===== config.mk =====
export PLATFORM = sky130hd
export DESIGN_NAME = key_debounce_multi
export DESIGN_NICKNAME = d
export VERILOG_FILES = /design/src/rtl/key_pkg.sv /design/src/rtl/key_tick_gen.sv /design/src/rtl/key_debounce_multi.sv
export SDC_FILE = /design/constraint.sdc
export NUM_CORES = 1
export LEC_CHECK = 0
export CAP_MARGIN = 15
export CORE_MARGIN = 3
export CORE_UTILIZATION = 53
export CTS_CLUSTER_SIZE = 14
export DETAILED_ROUTE_END_ITERATION = 12
export GPL_TIMING_DRIVEN = 0
export PLACE_DENSITY = 0.71
export SYNTH_ARGS = -nofsm -noshare
export SYNTH_HDL_FRONTEND = slang
export SYNTH_SLANG_ARGS = --single-unit

===== constraint.sdc =====
create_clock -name clock -period 3.55 [get_ports clock]
set_clock_uncertainty 0.2 [all_clocks]
set_input_delay 0.71 -clock clock [delete_from_list [all_inputs] [get_ports clock]]
set_output_delay 0.71 -clock clock [all_outputs]
set_load 0.05 [all_outputs]

===== src/rtl/key_pkg.sv =====
// Shared constants for the key_debounce_multi push-button conditioner.
package key_pkg;

    localparam int KEY_TICK_DIV_DEF = 50000;
    localparam int KEY_STABLE_DEF   = 20;
    localparam int KEY_LONG_DEF     = 1000;
    localparam int KEY_REPEAT_DEF   = 200;

    // Raw KEY lines idle high; 0 means pressed.
    localparam logic KEY_RELEASED = 1'b1;

    // Width of a counter that must hold values 0..max_val, never narrower than 1 bit.
    function automatic int cnt_w(input int max_val);
        return (max_val < 1) ? 1 : $clog2(max_val + 1);
    endfunction

endpackage


===== src/rtl/key_tick_gen.sv =====
// Free-running divider producing a one-cycle sampling enable every TICK_DIV clocks.
module key_tick_gen
    import key_pkg::*;
#(
    parameter int TICK_DIV = KEY_TICK_DIV_DEF
) (
    input  logic clock,
    input  logic reset_n,
    output logic tick
);

    localparam int TW = cnt_w(TICK_DIV - 1);
    localparam logic [TW-1:0] LAST = TW'(TICK_DIV - 1);

    logic [TW-1:0] cnt;

    always_ff @(posedge clock or negedge reset_n) begin
        if (!reset_n) begin
            cnt <= '0;
        end else if (cnt == LAST) begin
            cnt <= '0;
        end else begin
            cnt <= cnt + 1'b1;
        end
    end

    assign tick = (cnt == LAST);

endmodule


===== src/rtl/key_debounce_multi.sv =====
// Multi-channel active-low key synchroniser/debouncer with press, release and long-press pulses.
// Auto-repeat of key_press after key_long is built only when KEY_DEBOUNCE_MULTI_REPEAT_EN is defined.
module key_debounce_multi
    import key_pkg::*;
#(
    parameter int WIDTH        = 9,
    parameter int TICK_DIV     = KEY_TICK_DIV_DEF,
    parameter int STABLE_TICKS = KEY_STABLE_DEF,
    parameter int LONG_TICKS   = KEY_LONG_DEF,
    parameter int REPEAT_TICKS = KEY_REPEAT_DEF
) (
    input  logic             clock,
    input  logic             reset_n,
    input  logic [WIDTH-1:0] KEY,
    output logic [WIDTH-1:0] key_level,
    output logic [WIDTH-1:0] key_press,
    output logic [WIDTH-1:0] key_release,
    output logic [WIDTH-1:0] key_long,
    output logic             any_press
);

    localparam int CW = cnt_w(STABLE_TICKS - 1);
    localparam int HW = cnt_w(LONG_TICKS);
    localparam logic [CW-1:0] CNT_LAST  = CW'(STABLE_TICKS - 1);
    localparam logic [HW-1:0] HOLD_MAX  = HW'(LONG_TICKS);
    localparam logic [HW-1:0] HOLD_LAST = HW'(LONG_TICKS - 1);
`ifdef KEY_DEBOUNCE_MULTI_REPEAT_EN
    localparam int RW = cnt_w(REPEAT_TICKS - 1);
    localparam logic [RW-1:0] REP_LAST = RW'(REPEAT_TICKS - 1);
`endif

    if (TICK_DIV < 2 || STABLE_TICKS < 1 || LONG_TICKS < 1 || REPEAT_TICKS < 1) begin : g_param_check
        $error("key_debounce_multi: parameter out of range");
    end

    logic tick;

    key_tick_gen #(
        .TICK_DIV(TICK_DIV)
    ) u_tick_gen (
        .clock  (clock),
        .reset_n(reset_n),
        .tick   (tick)
    );

    for (genvar i = 0; i < WIDTH; i++) begin : g_ch
        logic          sync1, ks, st;
        logic          lvl, prs, rls, lng;
        logic          accept;
        logic [CW-1:0] cnt;
        logic [HW-1:0] hold;
`ifdef KEY_DEBOUNCE_MULTI_REPEAT_EN
        logic [RW-1:0] rep;
`endif

        assign accept = (ks != st) && (cnt == CNT_LAST);

        always_ff @(posedge clock or negedge reset_n) begin
            if (!reset_n) begin
                sync1 <= KEY_RELEASED;
                ks    <= KEY_RELEASED;
                st    <= KEY_RELEASED;
                cnt   <= '0;
                hold  <= '0;
`ifdef KEY_DEBOUNCE_MULTI_REPEAT_EN
                rep   <= '0;
`endif
                lvl   <= 1'b0;
                prs   <= 1'b0;
                rls   <= 1'b0;
                lng   <= 1'b0;
            end else begin
                sync1 <= KEY[i];
                ks    <= sync1;
                prs   <= 1'b0;
                rls   <= 1'b0;
                lng   <= 1'b0;
                if (tick) begin
                    if (ks == st) begin
                        cnt <= '0;
                    end else if (accept) begin
                        st  <= ks;
                        cnt <= '0;
                        lvl <= (ks != KEY_RELEASED);
                        prs <= (ks != KEY_RELEASED);
                        rls <= (ks == KEY_RELEASED);
                    end else begin
                        cnt <= cnt + 1'b1;
                    end
                    // The release tick itself does not advance the hold, so a late release never fires key_long.
                    if (st == KEY_RELEASED || accept) begin
                        hold <= '0;
`ifdef KEY_DEBOUNCE_MULTI_REPEAT_EN
                        rep  <= '0;
`endif
                    end else if (hold != HOLD_MAX) begin
                        hold <= hold + 1'b1;
                        lng  <= (hold == HOLD_LAST);
                    end
`ifdef KEY_DEBOUNCE_MULTI_REPEAT_EN
                    else if (rep == REP_LAST) begin
                        rep <= '0;
                        prs <= 1'b1;
                    end else begin
                        rep <= rep + 1'b1;
                    end
`endif
                end
            end
        end

        assign key_level[i]   = lvl;
        assign key_press[i]   = prs;
        assign key_release[i] = rls;
        assign key_long[i]    = lng;
    end

    assign any_press = |key_press;

endmodule


==> results of run 1 <==
cells in the mapped netlist, types with 10 or more instances:
library cell  number  area share
a211oi_1          12      0.0079
dfrtp_1          187        0.41
nand2_1           90       0.030
nand4b_1          16       0.012
and4_1            13       0.010
a21oi_1           35       0.015
o21ai_0           66       0.029
nor3b_1           33       0.022
or3_1             10      0.0055
nor4bb_1          10      0.0088
buf_4             36       0.024
xnor2_1           15       0.012
nor2_1            35       0.012
o31ai_1           26       0.017
nand4_1           51       0.028
nand2b_1          11      0.0060
dfstp_2           27       0.062
or4_1             18       0.012
inv_1             58       0.019
ha_1              28       0.031
and3_1            21       0.012
clkbuf_1          58       0.019
nand3_1           88       0.039
nor3_1            10      0.0044
o21ai_1           52       0.023
a31oi_1           13      0.0071
a22o_1            17       0.013
mux2_2            14       0.014
cells by family (layout without fill, tap and decap cells):
logic type      count (synthesis)  after routing
compound gates                291            291
buf+inv                       166            260
fa+ha+maj                      28             28
simple gates                  448            448
mux                            20             20
xor+xnor                       23             23
flops                         214            214
sequential cells by signal (all words and copies together) (netlist names):
signal / count
g_ch.cnt: 45
g_ch.hold: 90
g_ch.ks: 9
g_ch.lng: 9
g_ch.lvl: 9
g_ch.prs: 9
g_ch.rls: 9
g_ch.st: 9
g_ch.sync1: 9
u_tick_gen.cnt: 16
report_power, final:
part	total (mW)	switching, mW	internal, mW	leakage [nW]
Clock	2.51	0.996	1.51	0.400
Sequential	2.46	0.00470	2.46	2.88
Combinational	0.0974	0.0734	0.0241	2.30
Total	5.07	1.07	3.99	5.58
through the flow:
stage | hold slack [ns] | cells | TNS, ns | power [mW]
finish | 0.000869 | 1559 | 0 | 5.07
global route | 0.0784 | 1559 | 0 | 5.23
CTS | 0.0562 | 1559 | 0 | 5.12
detailed placement | 0.147 | 1514 | -1.00 | 2.61
global placement | 0.146 | 1512 | -1542.06 | 2.60
floorplan | 0.145 | 1190 | 0 | 2.53
path summary, 6_finish.rpt:
check,from,cells past startpoint,endpoint
worst max register to register,u_tick_gen.cnt[0],9,g_ch[6].cnt[0]
worst max-delay path,u_tick_gen.cnt[0],9,g_ch[6].cnt[0]
min in group clock,g_ch[1].sync1,0,g_ch[1].ks
max in group asynchronous,reset_n,2,g_ch[5].hold[9]
worst min register to register,g_ch[1].sync1,0,g_ch[1].ks
worst min-delay path,reset_n,1,g_ch[7].prs
area by class of cell:
cell class                 count  area [um2]  area share
sequential                   214        5390       0.412
timing repair buffer          49         510      0.0390
tap                          275         344      0.0263
clock inverter                 6        55.1     0.00421
clock buffer                  39         748      0.0572
buffer                       108         571      0.0436
multi-input combinational    810        5250       0.401
inverter                      58         218      0.0166
placed cells by master, fill, tap and decap left out, types with 26 or more instances in the layout:
| cell | Yosys | final |
|---|---|---|
| o21ai_0 | 66 | 66 |
| o31ai_1 | 26 | 26 |
| inv_1 | 58 | 58 |
| ha_1 | 28 | 28 |
| o21ai_1 | 52 | 52 |
| a21oi_1 | 35 | 35 |
| nor2_1 | 35 | 35 |
| nor3b_1 | 33 | 33 |
| nand2_1 | 90 | 90 |
| buf_4 | 36 | 37 |
| clkdlybuf4s50_1 | 0 | 46 |
| nand4_1 | 51 | 51 |
| clkbuf_1 | 58 | 62 |
| nand3_1 | 88 | 88 |
| dfstp_2 | 27 | 27 |
| dfrtp_1 | 187 | 187 |
per-layer routing:
metal / global-route usage / wire length (um) / vias to the layer above
li1: - / - / 4520
met1: 0.363 / 13300 / 4711
met2: 0.396 / 13300 / 326
met3: 0.0298 / 1800 / 62
met4: 0.0675 / 864 / 0
met5: 0 / 0 / -
repair_timing:
| item | CTS | global route |
|---|---|---|
| gates resized for setup | 3 | 1 |
| pin swaps | 0 | 0 |
| endpoints found under the setup margin | 25 | 32 |
| setup buffers | 0 | 0 |
worst reg2reg max path: stages, from the launching register on:
cell and delay (ns):
dfrtp_1 0.40, ha_1 0.26, nand4_1 0.28, or4_1 0.17, buf_2 0.19, buf_6 0.18
clkbuf_1 0.71, clkbuf_1 0.62, nand2_1 0.13, o21ai_1 0.11
==> out/qor.txt, run 1 <==
Worst VDD drop = 0.390 mV
Critical path's largest stage delay = 0.71 ns
Worst setup path category = reg2reg
CTS Buf Count = 25
Post-Syn Area = 11400 um2
Max Fclk = 301 MHz
FP Rows = 53
Tmin final = 3.32 ns
CTS Hold Bufs = 0
Post-synth EDFFs = 0
GP Congestion = 0.874
Synth warnings = 0
Crit path capture type = register
Final ANT Viol Nets = 0
Fillcell total = 1781
PnR worst setup slack = 0.230 ns
TritonCTS Sinks = 214
Port bufs = 47
N_diodes = 0
CTS tree = built
Final Max Tran Viols = 0
Status = finished clean
Root Buffer Master = clkbuf_16
Final HPWL DP = 18900 um
Via count = 9619
XOR/XNOR share of the synthesized area = 0.0177
Synthesized instance count = 1190
Slew headroom = 0.383
Unrepaired setup endpoints after global routing = no
Simple-gate share of the synthesized area = 0.226
R2R setup slack = 0.23 ns
Fin. Hold Viols = 0
Slew of the pin with the lowest slew margin = 0.925 ns
Compound-gate portion of the synthesized area = 0.165
CP required = 3.79 ns
I/O pin count = 48
First-pass GRT wire length = 47900 um
Post-synthesis mux area share = 0.0191
Max-cap violations = 0
Pre-CTS WS = -0.0900 ns
Hold Crit Class = in2async
Largest family of logic cells by synthesized area = simple AND/OR/NAND/NOR gates
Layout cell share with drive strength beyond 1 = 0.114
Die height = 153 um
Post-Syn Nets = 1229
Crit Path Max Fanout = 10
Die width = 153 um
Critical Path AT = 3.56 ns
Fin util = 0.620
Clock transition at path regs = 0.06 ns
DR vias/cell = 6.17
Total wire length = 29300 um
Flops & latches, synth = 214
Endpoints failing setup = 0
Bufs on Longest Clock Path = 3
Total Nets Final = 1305
CP max stage cell = clkbuf_1
P&R area growth vs syn = 14.6%
Sequential share of the synthesized area = 0.472
PD cells = 387 nW/um2
Main synth FF type = dfrtp_1
GRT Total Usage = 0.248
Synthesized area per cell = 9.59 um2
Iteration-0 DRC Markers = 699
Most used cell, CP = clkbuf_1
Number of H-tree levels = 1
Netlist cell types = 59
First-pass DRT Iterations = 5
Initial core utilization = 0.541
Adder-cell share of the synthesized area = 0.0307
Critical path, cell by cell = ha_1 > nand4_1 > or4_1 > buf_2 > buf_6 > clkbuf_1 > clkbuf_1 > nand2_1 > o21ai_1
GRT Residual Overflow = 0
Static Leak = 5.58 nW
DR WL/cell = 18.8 um
CP delay by family, top = buffers and inverters
CP startpoint kind = register
Antenna violations before repair = 1
DRC viols = 0
Skew-Pair Late Insertion Delay = 0.51 ns
Worst path bufs/invs = 4
Placed Area = 12300 um2
Die area = 23300 um2
Final Instance Area = 13100 um2
Total core area = 21100 um2
Number of global-route vias before repair = 9072
Asr flop ratio synth = 1.00
Largest net degree at the start of global routing = 118
Period Utilization, post-route = 0.935
Power figures use the tool's default switching activity.
==> inputs of run 2 (changes only) <==
--- a/config.mk
+++ b/config.mk
@@ -12,6 +12,7 @@
 export DETAILED_ROUTE_END_ITERATION = 12
 export GPL_TIMING_DRIVEN = 0
 export PLACE_DENSITY = 0.71
+export SLEW_MARGIN = 20
 export SYNTH_ARGS = -nofsm -noshare
 export SYNTH_HDL_FRONTEND = slang
 export SYNTH_SLANG_ARGS = --single-unit
==> run 2 against run 1 <==
Against the previous run:
- count of clock-buffer cells in the layout down 4
- worst setup slack worse by 0.0079 ns
- clock power up 2%
- total power grew 1.3%
- non-clock buffer count grew 4
- utilization is 0.31 points higher
- first-iteration DRC count grew 14%
- die area unchanged
- fmax shrank 0.24%
- wire length increased by 0.95%
==> out/qor.txt, run 2 (same netlist as run 1, synthesis figures left out) <==
PnR worst setup slack = 0.222 ns (-0.00787 ns)
Fin. Hold Viols = 0 (unchanged)
DR vias/cell = 6.14 (-0.51%)
Top flop regs = g_ch.hold x90, g_ch.cnt x45, u_tick_gen.cnt x16
Tmin final = 3.33 ns (+0.00787 ns)
CTS tree = built
TritonCTS Sinks = 214 (unchanged)
Via count = 9582 (-0.38%)
Number of H-tree levels = 1 (unchanged)
Final Max Tran Viols = 0 (unchanged)
Slew of the pin with the lowest slew margin = 0.974 ns (+0.0491 ns)
Max reg flops = 90 (unchanged)
GP Congestion = 0.874 (unchanged)
Largest net degree at the start of global routing = 97 (-18%)
Hold Path Stages = 0
Reg with most FFs = g_ch.hold
Static Leak = 5.61 nW (+0.47%)
Final Hold Slack = 0.154 ns (+0.153 ns)
FF-to-FF End = g_ch[5].cnt[0]
Antenna violations before repair = 1 (unchanged)
CP delay by family, top = buffers and inverters
Endpoints failing setup = 0 (unchanged)
Critical path's largest stage delay = 0.69 ns (-0.02 ns)
Unrepaired setup endpoints after global routing = no
First-pass DRT Iterations = 5 (unchanged)
Total Nets Final = 1308 (+0.23%)
CP max stage cell = clkbuf_1
Hold Crit Class = reg2reg
Fin util = 0.623 (+0.00309)
R2R setup slack = 0.22 ns (about the same)
Pre-CTS WS = 0.0144 ns (+0.104 ns)
Layout cell share with drive strength beyond 1 = 0.114 (-0.000178)
Fillcell total = 1734 (-2.6%)
Max Fclk = 300 MHz (-0.24%)
Die width = 153 um (unchanged)
GRT Total Usage = 0.250 (+0.00197)
Critical Path AT = 3.57 ns (about the same)
Total core area = 21100 um2 (unchanged)
Iteration-0 DRC Markers = 796 (+14%)
N_diodes = 0 (unchanged)
Hold EP = g_ch[4].ks
Worst r2r src = u_tick_gen.cnt[0]
FP Rows = 53 (unchanged)
Total wire length = 29600 um (+0.95%)
Crit Path Max Fanout = 10 (unchanged)
CP required = 3.79 ns (about the same)
Register area = 5390 um2 (unchanged)
Leading cell type in the layout, fill and taps excluded = dfrtp_1
Setup TNS Final = 0 ns (unchanged)
CTS Buf Count = 24 (-4.0%)
Bufs on Longest Clock Path = 3 (unchanged)
P&R area growth vs syn = 15.2%
First-pass GRT wire length = 47900 um (about the same)
Worst VDD drop = 0.384 mV (-1.7%)
Multi-input gate area in the final layout = 5250 um2 (unchanged)
Final HPWL DP = 19100 um (+0.90%)
Period Utilization, post-route = 0.938 (+0.00222)
Worst setup path category = reg2reg
Initial core utilization = 0.541 (unchanged)
Die area = 23300 um2 (unchanged)
DR WL/cell = 18.9 um (+0.82%)
Critical path, cell by cell = ha_1 > nand4_1 > or4_1 > buf_2 > buf_6 > clkbuf_1 > clkbuf_1 > nand2_1 > o21ai_1
GRT Residual Overflow = 0 (unchanged)
Worst Reg2Reg Path Length in Cells = 9 (unchanged)
Skew-Pair Late Insertion Delay = 0.52 ns (about the same)
Die height = 153 um (unchanged)
Pwr Total = 5.14 mW (+1.3%)
PD cells = 391 nW/um2 (+0.84%)
Final ANT Viol Nets = 0 (unchanged)
Status = finished clean
Hold_sp = g_ch[4].sync1
Crit path capture type = register
Most used cell, CP = clkbuf_1
Max-cap violations = 0 (unchanged)
Most frequent cells in the layout = dfrtp_1, nand2_1, nand3_1, o21ai_0, clkbuf_1
Root Buffer Master = clkbuf_16
DRC viols = 0 (unchanged)
Port bufs = 47 (unchanged)
CP startpoint kind = register
I/O pin count = 48 (unchanged)
Worst path bufs/invs = 4 (unchanged)
Number of global-route vias before repair = 9158 (+0.95%)
Slew headroom = 0.351 (-0.0327)
Clock transition at path regs = 0.06 ns (about the same)
run 2: changes by cell type in the layout (fill, tap and decap cells not counted), sizes merged:
cell,delta
clkbuf,-4
buf,+3
dlygate4sd3,+1
bufinv,+2
run 2: worst max path at each step:
stage,to,from,cells past startpoint,slack (ns)
after floorplan,g_ch[5].cnt[3],u_tick_gen.cnt[7],6,0.98
after detailed placement,g_ch[1].hold[4],u_tick_gen.cnt[7],6,0.01
after global routing,g_ch[4].cnt[0],u_tick_gen.cnt[0],9,0.05
after global placement,g_ch[8].hold[1],reset_n,1,-7.50
final,g_ch[5].cnt[0],u_tick_gen.cnt[0],9,0.22
after CTS,g_ch[4].hold[5],u_tick_gen.cnt[7],6,0.005
run 2: final cells by class:
cell class              instances  share of cell area
plain buffers                 108              0.0432
clock buffers                  35              0.0535
clock inverters                 8             0.00876
inverters                      58              0.0166
multi-input cells             810               0.399
flip-flops and latches        214               0.410
well taps                     275              0.0262
repair buffers                 53              0.0428
run 2: per-stage QoR:
stage,std cells,instance area (um2)
after floorplan,1190,11400
after global placement,1512,12200
after detailed placement,1514,12300
after CTS,1558,13100
after global routing,1561,13100
final,1561,13100
run 2: worst register-to-register path, stage by stage, from the launching register on:
cell and delay (ns):
dfrtp_1 0.41, ha_1 0.25, nand4_1 0.29, or4_1 0.17
buf_2 0.19, buf_6 0.19, clkbuf_1 0.70, clkbuf_1 0.62
nand2_1 0.13, o21ai_1 0.10
run 2: report_power, final:
group          switching, mW  leakage [nW]  total (mW)  internal (mW)
sequential           0.00473          2.88        2.46           2.46
combinational         0.0746          2.32       0.102         0.0279
clock                  0.985         0.406        2.57           1.59
total                   1.06          5.61        5.14           4.07
run 2: routing by layer:
layer  part of all wire  track usage  wire, um
met4              0.031       0.0738       926
met5                  0            0         0
met3              0.063       0.0372      1850
met2               0.46        0.398     13600
met1               0.45        0.359     13200
run 2: what timing repair did:
action / 4_1_cts / 5_1_grt
hold endpoints to repair: 37 / 0
pin swaps: 0 / 1
resized for setup: 1 / 0
endpoints found under the setup margin: 1 / 92
setup buffers: 0 / 3
hold buffers: 1 / 0
==> inputs of run 3 (changes only) <==
--- a/config.mk
+++ b/config.mk
@@ -5,6 +5,7 @@
 export SDC_FILE = /design/constraint.sdc
 export NUM_CORES = 1
 export LEC_CHECK = 0
+export ABC_AREA = 1
 export CAP_MARGIN = 15
 export CORE_MARGIN = 3
 export CORE_UTILIZATION = 53
==> run 3 against run 2 <==
Against the previous run:
- wire length is 18% lower
- cell count is 22% higher
- critical path depth down 6
- sequential cell count unchanged
- first-iteration DRC count decreased by 36%
- sequential share of layout area down 0.79 points
- design area is 2.0% higher
==> out/qor.txt, run 3 <==
Status = finished clean
Post-synth EDFFs = 0 (unchanged)
N_diodes = 0 (unchanged)
TritonCTS Sinks = 214 (unchanged)
Synthesized area per cell = 7.65 um2 (-20%)
CP startpoint kind = register
Critical Path AT = 2.37 ns (-1.20 ns)
Iteration-0 DRC Markers = 509 (-36%)
Final ANT Viol Nets = 0 (unchanged)
Netlist cell types = 35 (-41%)
DR vias/cell = 5.05 (-18%)
Skew-Pair Late Insertion Delay = 0.51 ns (about the same)
Max reg flops = 90 (unchanged)
Flops & latches, synth = 214 (unchanged)
Unrepaired setup endpoints after global routing = no
Reg with most FFs = g_ch.hold
Placed Area = 12600 um2 (+2.7%)
Synth warnings = 0 (unchanged)
Dominant cell type by area after synthesis = dfrtp_1
FF-to-FF End = g_ch[0].st
Number of global-route vias before repair = 8985 (-1.9%)
PnR worst setup slack = 0.272 ns (+0.0505 ns)
DR WL/cell = 12.7 um (-33%)
Initial core utilization = 0.549 (+0.00781)
Post-Syn Nets = 1576 (+28%)
CP required = 2.64 ns (-1.15 ns)
Asr flop ratio synth = 1.00 (unchanged)
I/O pin count = 48 (unchanged)
Root Buffer Master = clkbuf_16
Post-CTS Resized = 0 (-1)
Worst VDD drop = 0.298 mV (-22%)
P&R area growth vs syn = 14.0%
Die area = 24000 um2 (+2.9%)
Final Max Tran Viols = 0 (unchanged)
Critical path's largest stage delay = 0.73 ns (+0.04 ns)
Period Utilization, post-route = 0.923 (-0.0142)
Slew headroom = 0.529 (+0.178)
P_sw = 1.02 mW (-4.0%)
First-pass GRT wire length = 41600 um (-13%)
Port bufs = 47 (unchanged)
Bufs on Longest Clock Path = 3 (unchanged)
Via count = 9630 (+0.50%)
GRT Total Usage = 0.205 (-0.0453)
First-pass DRT Iterations = 6 (+1)
FP Rows = 53 (unchanged)
Synth top area share = 0.398 (-0.0121)
Pre-CTS WS = 0.787 ns (+0.773 ns)
Post-Syn Area = 11800 um2 (+3.0%)
CTS tree = built
CP max stage cell = clkdlybuf4s50_1
Worst r2r src = u_tick_gen.cnt[0]
# Post-CTS Setup Buffers = 0 (unchanged)
Worst Reg2Reg Path Length in Cells = 9 (unchanged)
Most frequent cells in the layout = nand2_1, dfrtp_1, nor2_1, inv_1, nand3_1
GRT Residual Overflow = 0 (unchanged)
Critical path, cell by cell = nor3_1 > nand3_1 > clkdlybuf4s50_1
CTS Hold Bufs = 1 (unchanged)
Worst setup startpoint = g_ch[7].prs
Area contributors post-synth = dfrtp_1, nand2_1, dfstp_2, nor2_1, nand3_1
Layout cell share with drive strength beyond 1 = 0.0950 (-0.0193)
Static Leak = 6.75 nW (+20%)
Sw frac = 0.207 (about the same)
Critical Path End = any_press
Hold Crit Class = reg2reg
Commonest cells post-synth = nand2_1, dfrtp_1, nor2_1
Gate power share = 0.016 (-0.004)
Die width = 155 um (+1.4%)
Worst setup path category = reg2out
Crit Path Max Fanout = 2 (-8)
Max Fclk = 305 MHz (+1.5%)
DRC viols = 0 (unchanged)
Slew of the pin with the lowest slew margin = 0.701 ns (-0.272 ns)
Sequential share of the synthesized area = 0.458 (-0.0139)
Tmin final = 3.28 ns (-0.0505 ns)
Antenna violations before repair = 0 (-1)
PD cells = 368 nW/um2 (-5.9%)
Top flop regs = g_ch.hold x90, g_ch.cnt x45, u_tick_gen.cnt x16
Total Nets Final = 1652 (+26%)
Sequential power share = 0.500 (+0.020)
Die height = 155 um (+1.4%)
Endpoints failing setup = 0 (unchanged)
Clock transition at path regs = 0.06 ns (about the same)
Final Instance Area = 13400 um2 (+2.0%)
Max-cap violations = 0 (unchanged)
Number of H-tree levels = 1 (unchanged)
Leading cell type in the layout, fill and taps excluded = nand2_1
Clock network fraction of design power = 0.483 (-0.017)
CTS Buf Count = 24 (unchanged)
R2R setup slack = 1.39 ns (+1.17 ns)
Count leader, synth = nand2_1
GP Congestion = 0.865 (-1.1%)
Total core area = 21400 um2 (+1.6%)
Largest net degree at the start of global routing = 83 (-14%)
Main synth FF type = dfrtp_1
Synthesized instance count = 1537 (+29%)
Internal power = 3.91 mW (-4.1%)
Final HPWL DP = 17100 um (-10%)
Fin. Hold Viols = 0 (unchanged)
Crit path capture type = primary output
Total wire length = 24100 um (-18%)
## run 3: worst min path at each step
stage	to	cells after the start	from	slack [ns]
after global routing	g_ch[8].ks	0	g_ch[8].sync1	0.16
final	g_ch[6].ks	0	g_ch[6].sync1	0.15
after CTS	g_ch[6].ks	0	g_ch[6].sync1	0.15
after global placement	g_ch[8].ks	0	g_ch[8].sync1	0.15
after floorplan	g_ch[0].ks	0	g_ch[0].sync1	0.15
after detailed placement	g_ch[7].ks	0	g_ch[7].sync1	0.15
## run 3: layer usage
metal | global-route usage | part of all wire
met2 | 0.335 | 0.45
met3 | 0.0259 | 0.035
met5 | 0 | 0
met1 | 0.289 | 0.48
met4 | 0.0589 | 0.026
## run 3: power groups by stage
stage,clock network [mW],logic (mW),registers [mW]
global route,2.55,0.0940,2.46
CTS,2.45,0.0844,2.46
detailed placement,0,0.0835,2.51
global placement,0,0.0747,2.51
floorplan,0,0.0121,2.51
finish,2.38,0.0801,2.46
## run 3: stage by stage
step	hold slack, ns	setup TNS, ns	power [mW]	instances	utilization
after floorplan	0.145	0	2.52	1537	-
after CTS	0.151	0	5.00	1906	0.626
after detailed placement	0.147	0	2.59	1861	0.590
final	0.151	0	4.93	1906	0.626
after global routing	0.159	0	5.10	1906	0.626
after global placement	0.146	-1515.63	2.58	1859	0.587
## run 3: cells by family (layout without fill, tap and decap cells)
family                   Yosys count  count (layout)  synth area share
flip-flops                       214             214             0.458
XOR/XNOR                          66              66            0.0492
multiplexers                       2               2           0.00170
buffers and inverters            223             317            0.0876
adder cells (fa/ha/maj)           28              28            0.0298
AND/OR/NAND/NOR                  920             920             0.330
AO/OA/AOI/OAI                     84              84            0.0431
## run 3: cell type report
class                   count  area (um2)
well taps                 275         344
flip-flops and latches    214        5390
plain buffers              53         387
fillers                  1844        8020
multi-input cells        1100        5340
clock inverters             8        65.1
inverters                 170         643
clock buffers              36         697
repair buffers             50         541
## run 3: critical path: cells and delay by family (launching register included)
family / cells / cell delay, ns
AND/OR/NAND/NOR: 2 / 0.74
buffers and inverters: 1 / 0.73
flip-flops: 1 / 0.39
